$ cat src/rtl/seven_seg_capture.sv
// seven_seg_capture: rebuilds eight hex digits from a multiplexed seven-segment bus with dwell filtering
module seven_seg_capture #(
  parameter int SETTLE         = 4,
  parameter bit SEG_ACTIVE_LOW = 1'b1,
  parameter bit SEL_ACTIVE_LOW = 1'b1
) (
  input  logic        clk,
  input  logic        rst,
  input  logic [7:0]  seg,
  input  logic [7:0]  seg_sel,
  output logic [31:0] digits,
  output logic [7:0]  digit_valid,
  output logic [7:0]  dp,
  output logic        frame_done,
  output logic        sel_error
);
  localparam logic [6:0] SEG_LUT [16] = '{
    7'h3F, 7'h06, 7'h5B, 7'h4F, 7'h66, 7'h6D, 7'h7D, 7'h07,
    7'h7F, 7'h6F, 7'h77, 7'h7C, 7'h39, 7'h5E, 7'h79, 7'h71
  };
  logic [7:0] s_seg, s_sel, p_seg, p_sel, cnt, nc, seen, nseen;
  logic       captured, same, cap, hit;
  logic [3:0] val;
  always_comb begin
    same  = {s_seg, s_sel} == {p_seg, p_sel};
    nc    = !same ? 8'd1 : (cnt == 8'(SETTLE)) ? cnt : cnt + 8'd1;
    cap   = (nc == 8'(SETTLE)) && (!same || !captured);
    nseen = seen | s_sel;
    hit   = 1'b0;
    val   = 4'd0;
    for (int i = 0; i < 16; i++)
      if (s_seg[6:0] == SEG_LUT[i]) begin
        hit = 1'b1;
        val = 4'(i);
      end
  end
  always_ff @(posedge clk) begin
    if (rst) begin
      s_seg       <= '0;
      s_sel       <= '0;
      p_seg       <= '0;
      p_sel       <= '0;
      cnt         <= '0;
      captured    <= 1'b0;
      seen        <= '0;
      digits      <= '0;
      digit_valid <= '0;
      dp          <= '0;
      frame_done  <= 1'b0;
      sel_error   <= 1'b0;
    end else begin
      s_seg      <= seg ^ {8{SEG_ACTIVE_LOW}};
      s_sel      <= seg_sel ^ {8{SEL_ACTIVE_LOW}};
      p_seg      <= s_seg;
      p_sel      <= s_sel;
      cnt        <= nc;
      captured   <= cap | (same & captured);
      frame_done <= 1'b0;
      sel_error  <= cap && !$onehot0(s_sel);
      if (cap && $onehot(s_sel)) begin
        for (int i = 0; i < 8; i++)
          if (s_sel[i]) begin
            digits[4*i +: 4] <= hit ? val : 4'd0;
            digit_valid[i]   <= hit;
            dp[i]            <= s_seg[7];
          end
        frame_done <= &nseen;
        seen       <= &nseen ? 8'h00 : nseen;
      end
    end
  end
endmodule

$ cat config.mk
export PLATFORM = sky130hd
export DESIGN_NAME = seven_seg_capture
export DESIGN_NICKNAME = d
export VERILOG_FILES = /design/src/rtl/seven_seg_capture.sv
export SDC_FILE = /design/constraint.sdc
export NUM_CORES = 1
export LEC_CHECK = 0
export CAP_MARGIN = 10
export CELL_PAD_IN_SITES_DETAIL_PLACEMENT = 1
export CELL_PAD_IN_SITES_GLOBAL_PLACEMENT = 1
export CORE_ASPECT_RATIO = 0.75
export CORE_MARGIN = 4
export CORE_UTILIZATION = 40
export DETAILED_ROUTE_END_ITERATION = 7
export HOLD_SLACK_MARGIN = 0.08
export PLACE_DENSITY_LB_ADDON = 0.1
export SLEW_MARGIN = 20
export SYNTH_ARGS = -nofsm -noshare
export SYNTH_HDL_FRONTEND = slang
export SYNTH_SLANG_ARGS = --single-unit
$ cat constraint.sdc
create_clock -name clk -period 5.3 [get_ports clk]
set_input_delay 0.795 -clock clk [delete_from_list [all_inputs] [get_ports clk]]
set_output_delay 0.795 -clock clk [all_outputs]
set_load 0.01 [all_outputs]
==> flow_metrics.tcl, run 1 <==
set metrics [dict create \
    htree_num_levels 3 \
    clk_latency_ns 0.34 \
    powerDensity_nw_per_um2 292 \
    grt_antenna_before_repair 0 \
    drt-initial-drc-count 232 \
    post_synth_most_frequent_cells "sky130_fd_sc_hd__dfxtp_1, sky130_fd_sc_hd__nand2_1, sky130_fd_sc_hd__nor2_1, sky130_fd_sc_hd__mux2i_1, sky130_fd_sc_hd__inv_1" \
    reg_to_reg_end "digits[5]" \
    width_of_the_die_um 128 \
    cts_buffers 9 \
    hold-path-endpoint "seen[4]" \
    postSynthNetCount 469 \
    worstHoldPathType "reg2reg" \
    crit_type "reg2reg" \
    crit_path_max_fanout 14 \
    sort_of_element_at_the_start_of_the_critical_path "flop" \
    final-setup-viol-count 0 \
    timing.setup.tns_ns 0 \
    yosysWarnings 0 \
    final.setup.worst_slack_ns 0.664 \
    die_height_um 97.7 \
    crit-reg2reg-launch "s_sel[0]" \
    worst-r2r-setup-slack_ns 0.66 \
    period_minus_slack_ns 4.64 \
    synth_top_cell_area_share_pct 46.2 \
    grt_pass1_vias 3387 \
    timing.reg2reg.worst_path_depth 14 \
    fraction_of_layout_cells_with_a_size_suffix_above_1_pct 7.19 \
    grt_remaining_overflow 0 \
    portBuffers 67 \
    root_buffer "sky130_fd_sc_hd__clkbuf_16" \
    share_of_synthesized_flip_flops_with_an_asynchronous_set_or_reset_pct 0 \
    grt_setup_unrepaired "no" \
    critical_path.most_common_cell "sky130_fd_sc_hd__fa_1" \
    leakage_nw 2.23 \
    worst_slew_margin_rel_pct 39.2 \
    cpPeakStageDelay_ns 0.59 \
    initial_utilization_pct 41.4 \
    cp_data_arrival_time_ns 4.87 \
    drv.max_cap_violation_count 0 \
    post_cts_resize_count 0 \
    yosys-top-cells-area "sky130_fd_sc_hd__dfxtp_1, sky130_fd_sc_hd__mux2i_1, sky130_fd_sc_hd__nand2_1, sky130_fd_sc_hd__nor2_1, sky130_fd_sc_hd__xnor2_1" \
    syn_to_final_growth_pct 23.3 \
    cts.sinks 99 \
    avgViaCountPerCell 5.14 \
    avgRoutedWirePerCell_um 17.2 \
    placement_rows 32 \
    synth_flop_cell "sky130_fd_sc_hd__dfxtp_1" \
    synthCells 442 \
    flop_and_latch_count_out_of_synthesis 99 \
    drc 0 \
    outcome "complete, no violations" \
    cts-hold-fix-buffers 0 \
    gr-usage-all-layers_pct 17.8 \
    finalMaxSlewViolations 0 \
    worst_slew_pin_slew_ns 0.910 \
    netlist.top_cell.by_area "sky130_fd_sc_hd__dfxtp_1" \
    drt-total-wl_um 11000 \
    final_cells 637 \
    num_vias 3274 \
    seq_area_frac_synth_pct 46.2 \
    core_box_area_um2 10400 \
    number_of_buffers_inserted_to_repair_setup_after_cts 0 \
    synth_cell_type_count 52 \
    whs_path_depth 2 \
    synth.cell_area_um2 4290 \
    crit_path_cell_trace "fa_1, inv_1, fa_1, fa_1, inv_1, ha_1, inv_1, fa_1, a211oi_1, mux2i_1, nor2b_1, and2_1, nand4_2, o311a_1" \
    full_die_area_um2 12500 \
    finish.utilization_pct 51.0 \
    finClkSkew_ns 0.00750 \
    final_worst_path_cycle_share_pct 87.5 \
    vdd_drop_max_mv 0.144 \
    place.gp.congestion 0.803 \
    nNetsFinal 523 \
    synth_enable_flop_cells 0 \
    place_worst_setup_slack_ns 0.650 \
    clock_path_buffers 2 \
    hold_path_startpoint "seen[4]" \
    grt_max_degree 55 \
    total_power_mw 1.55 \
    dpl.cell_count 621 \
    finalHoldViolCount 0 \
    max_freq_mhz 216 \
    yosysMostFrequentCell "sky130_fd_sc_hd__dfxtp_1" \
    ioPinCount 68 \
    drt_first_pass_iters 4 \
    antenna-diode-count 0 \
    timing.critical_path.slowest_stage_cell "sky130_fd_sc_hd__and2_1" \
    critPathCaptureType "flop" \
    cp_data_required_time_ns 5.53 \
    avgSynthCellArea_um2 9.71 \
    tritoncts "built" \
    detail-route-antenna-nets 0 \
    cts.clk_slew.worst_paths_ns 0.07 \
    hpwl_um 7770 \
    grt_pass1_wl_um 17700 \
]
through the flow:
step | instance area [µm²] | hold slack [ns]
finish | 5290 | 0.463
CTS | 5290 | 0.469
detailed placement | 5000 | 0.456
global placement | 5000 | 0.449
global route | 5290 | 0.483
floorplan | 4290 | 0.435
worst max-delay path, delay by kind of cell, from the launching register on:
family | cells | cell delay, ns
AND/OR/NAND/NOR | 3 | 1.15
adder cells (fa/ha/maj) | 5 | 2.00
buffers and inverters | 3 | 0.18
AO/OA/AOI/OAI | 2 | 0.67
flip-flops | 1 | 0.40
multiplexers | 1 | 0.11
cell families after synthesis:
group | after synthesis | synth area share [%]
compound gates | 51 | 9.09
buf+inv | 50 | 5.57
simple gates | 163 | 19.9
xor+xnor | 25 | 5.45
mux | 45 | 10.5
fa+ha+maj | 9 | 3.32
flops | 99 | 46.2
final cells by class:
cell class	count	area (µm²)
Sequential cell	99	1980
Clock inverter	7	68.8
Inverter	24	90.1
Timing Repair Buffer	69	686
Tap cell	136	170
Fill cell	1185	5080
Multi-Input combinational cell	293	2070
Clock buffer	9	225
power breakdown:
group / internal (mW) / switching, mW / leakage [nW] / total [mW]
combinational: 0.0486 / 0.0708 / 1.28 / 0.119
sequential: 0.755 / 0.0214 / 0.804 / 0.777
clock: 0.364 / 0.285 / 0.141 / 0.649
total: 1.17 / 0.377 / 2.23 / 1.55
registers in the layout (all words and copies together) (netlist names):
name,flops
digits,32
cnt,8
digit_valid,8
dp,8
p_seg,8
p_sel,8
s_seg,8
s_sel,8
seen,8
captured,1
frame_done,1
sel_error,1
how the worst max path moves through the flow:
stage,depth (start not counted),to,startpoint
after floorplan,16,digit_valid[4],s_sel[0]
after global placement,14,digits[5],s_sel[0]
after detailed placement,14,digits[5],s_sel[0]
after CTS,14,digits[5],s_sel[0]
after global routing,14,digits[5],s_sel[0]
final,14,digits[5],s_sel[0]
per-layer routing:
metal	vias up	routed length (µm)	GRT usage, %
li1	1618	-	-
met2	66	5000	28.5
met4	0	91	3.59
met3	8	568	5.82
met5	-	0	0
met1	1582	5290	23.8
cell usage in the layout (no fill, tap or decap), types with 8 or more instances in the layout:
master,synthesis,routed
sky130_fd_sc_hd__nand4_2,8,8
sky130_fd_sc_hd__xnor2_1,17,17
sky130_fd_sc_hd__nor2b_1,13,13
sky130_fd_sc_hd__nand2_1,54,54
sky130_fd_sc_hd__nand4_1,10,10
sky130_fd_sc_hd__nor2_1,47,47
sky130_fd_sc_hd__mux2i_1,45,45
sky130_fd_sc_hd__inv_1,23,23
sky130_fd_sc_hd__clkdlybuf4s50_1,0,67
sky130_fd_sc_hd__clkbuf_16,0,9
sky130_fd_sc_hd__a21boi_0,8,8
sky130_fd_sc_hd__dfxtp_1,99,99
sky130_fd_sc_hd__o21ai_0,8,8
sky130_fd_sc_hd__nand3_1,11,11
Power figures use the tool's default switching activity.
==> inputs of run 2 (changes only) <==
--- a/config.mk
+++ b/config.mk
@@ -5,6 +5,7 @@
 export SDC_FILE = /design/constraint.sdc
 export NUM_CORES = 1
 export LEC_CHECK = 0
+export ABC_CLOCK_PERIOD_IN_PS = 5300
 export CAP_MARGIN = 10
 export CELL_PAD_IN_SITES_DETAIL_PLACEMENT = 1
 export CELL_PAD_IN_SITES_GLOBAL_PLACEMENT = 1
@@ -14,6 +15,7 @@
 export DETAILED_ROUTE_END_ITERATION = 7
 export HOLD_SLACK_MARGIN = 0.08
 export PLACE_DENSITY_LB_ADDON = 0.1
+export SETUP_SLACK_MARGIN = 0.05
 export SLEW_MARGIN = 20
 export SYNTH_ARGS = -nofsm -noshare
 export SYNTH_HDL_FRONTEND = slang
==> results of run 2 <==
Same layout as run 1: the final DEF is identical, and so are final timing and power.
==> inputs of run 3 (changes only) <==
--- a/config.mk
+++ b/config.mk
@@ -11,7 +11,7 @@
 export CELL_PAD_IN_SITES_GLOBAL_PLACEMENT = 1
 export CORE_ASPECT_RATIO = 0.75
 export CORE_MARGIN = 4
-export CORE_UTILIZATION = 40
+export CORE_UTILIZATION = 41
 export DETAILED_ROUTE_END_ITERATION = 7
 export HOLD_SLACK_MARGIN = 0.08
 export PLACE_DENSITY_LB_ADDON = 0.1
==> flow_metrics.tcl, run 3 (synthesis results as in run 1) <==
set metrics [dict create \
    total_power_mw 1.56 \
    drt-total-wl_um 11200 \
    clk_latency_ns 0.35 \
    grt_antenna_before_repair 0 \
    final.setup.worst_slack_ns 0.555 \
    post_cts_resize_count 0 \
    largest_register_ffs 32 \
    outcome "complete, no violations" \
    place.gp.congestion 0.813 \
    sort_of_element_at_the_start_of_the_critical_path "flop" \
    initial_utilization_pct 41.9 \
    worstHoldPathType "reg2reg" \
    full_die_area_um2 12200 \
    crit_path_max_fanout 14 \
    place_worst_setup_slack_ns 0.606 \
    most-common-layout-cells "sky130_fd_sc_hd__dfxtp_1, sky130_fd_sc_hd__clkdlybuf4s50_1, sky130_fd_sc_hd__nand2_1" \
    root_buffer "sky130_fd_sc_hd__clkbuf_16" \
    worst_slew_margin_rel_pct 42.5 \
    num_vias 3290 \
    ioPinCount 68 \
    detail-route-antenna-nets 0 \
    avgRoutedWirePerCell_um 17.6 \
    fill_cells 1172 \
    clock_path_buffers 2 \
    cts-hold-fix-buffers 0 \
    cts.sinks 99 \
    powerDensity_nw_per_um2 294 \
    drt-initial-drc-count 178 \
    core_box_area_um2 10200 \
    cts_buffers 9 \
    timing.setup.tns_ns 0 \
    grt_max_degree 43 \
    grt_pass1_vias 3516 \
    portBuffers 67 \
    finalHoldViolCount 0 \
    grt_remaining_overflow 0 \
    period_minus_slack_ns 4.74 \
    finalMaxSlewViolations 0 \
    critPathCaptureType "flop" \
    crit_type "reg2reg" \
    grt_pass1_wl_um 18600 \
    final_worst_path_cycle_share_pct 89.5 \
    width_of_the_die_um 126 \
    cp_data_arrival_time_ns 4.98 \
    number_of_buffers_inserted_to_repair_setup_after_cts 0 \
    vdd_drop_max_mv 0.212 \
    drv.max_cap_violation_count 0 \
    finClkSkew_ns 0.00611 \
    nNetsFinal 524 \
    worst_slew_pin_slew_ns 0.854 \
    leakage_nw 2.23 \
    drc 0 \
    fraction_of_layout_cells_with_a_size_suffix_above_1_pct 6.79 \
    largest_register "digits" \
    syn_to_final_growth_pct 23.5 \
    die_height_um 96.6 \
    antenna-diode-count 0 \
    drt_first_pass_iters 4 \
    gr-usage-all-layers_pct 19.0 \
    avgViaCountPerCell 5.16 \
    cts.clk_slew.worst_paths_ns 0.07 \
    placement_rows 32 \
    htree_num_levels 3 \
    hpwl_um 7980 \
    cp_data_required_time_ns 5.53 \
    max_freq_mhz 211 \
    tritoncts "built" \
    grt_setup_unrepaired "no" \
    final-setup-viol-count 0 \
    layout.cells.most_common "sky130_fd_sc_hd__dfxtp_1" \
]
==> run 3: cell count changes in the layout (fill, tap and decap cells not counted), sizes merged <==
cell and change:
clkinv -3, clkbuf +4, clkinvlp -2, buf +1
==> run 3: where the power goes <==
| part | internal, mW | switching [mW] | total, mW |
|---|---|---|---|
| Clock | 0.389 | 0.270 | 0.659 |
| Combinational | 0.0501 | 0.0726 | 0.123 |
| Sequential | 0.756 | 0.0220 | 0.778 |
==> run 3: cell type report <==
type	instances	area, µm²	share of cell area (%)
multi-input combinational	293	2070	39.1
sequential	99	1980	37.4
timing repair buffer	70	693	13.1
clock buffer	13	260	4.91
tap	136	170	3.21
inverter	24	90.1	1.70
clock inverter	2	35.0	0.661
==> run 3: worst paths after layout <==
check	startpoint	to	slack, ns	depth (start not counted)
worst min-delay path	digits[18]	digits[18]	0.46	2
worst max-delay path	s_sel[0]	digits[5]	0.56	14
worst min register to register	digits[18]	digits[18]	0.46	2
worst max register to register	s_sel[0]	digits[5]	0.56	14
==> run 3: per-layer routing <==
metal | global-route usage (%) | wire length [µm] | share of wire [%]
met5 | 0 | 0 | 0
met4 | 4.95 | 127 | 1.1
met3 | 5.68 | 471 | 4.2
met2 | 30.7 | 5220 | 47
met1 | 24.9 | 5370 | 48
==> run 3: per-stage QoR <==
stage / cells / cell area [µm²] / hold slack [ns] / util (%)
detailed placement: 622 / 5010 / 0.449 / 48.9
global placement: 622 / 5010 / 0.447 / 48.9
finish: 637 / 5300 / 0.458 / 51.7
CTS: 637 / 5300 / 0.460 / 51.7
floorplan: 442 / 4290 / 0.435 / -
global route: 637 / 5300 / 0.491 / 51.7
==> run 3: critical path: stages (launching register included) <==
cell and delay, ns:
sky130_fd_sc_hd__dfxtp_1 0.40, sky130_fd_sc_hd__fa_1 0.56, sky130_fd_sc_hd__inv_1 0.05, sky130_fd_sc_hd__fa_1 0.50, sky130_fd_sc_hd__fa_1 0.42, sky130_fd_sc_hd__inv_1 0.09
sky130_fd_sc_hd__ha_1 0.19, sky130_fd_sc_hd__inv_1 0.07, sky130_fd_sc_hd__fa_1 0.38, sky130_fd_sc_hd__a211oi_1 0.21, sky130_fd_sc_hd__mux2i_1 0.11, sky130_fd_sc_hd__nor2b_1 0.16
sky130_fd_sc_hd__and2_1 0.61, sky130_fd_sc_hd__nand4_2 0.42, sky130_fd_sc_hd__o311a_1 0.47
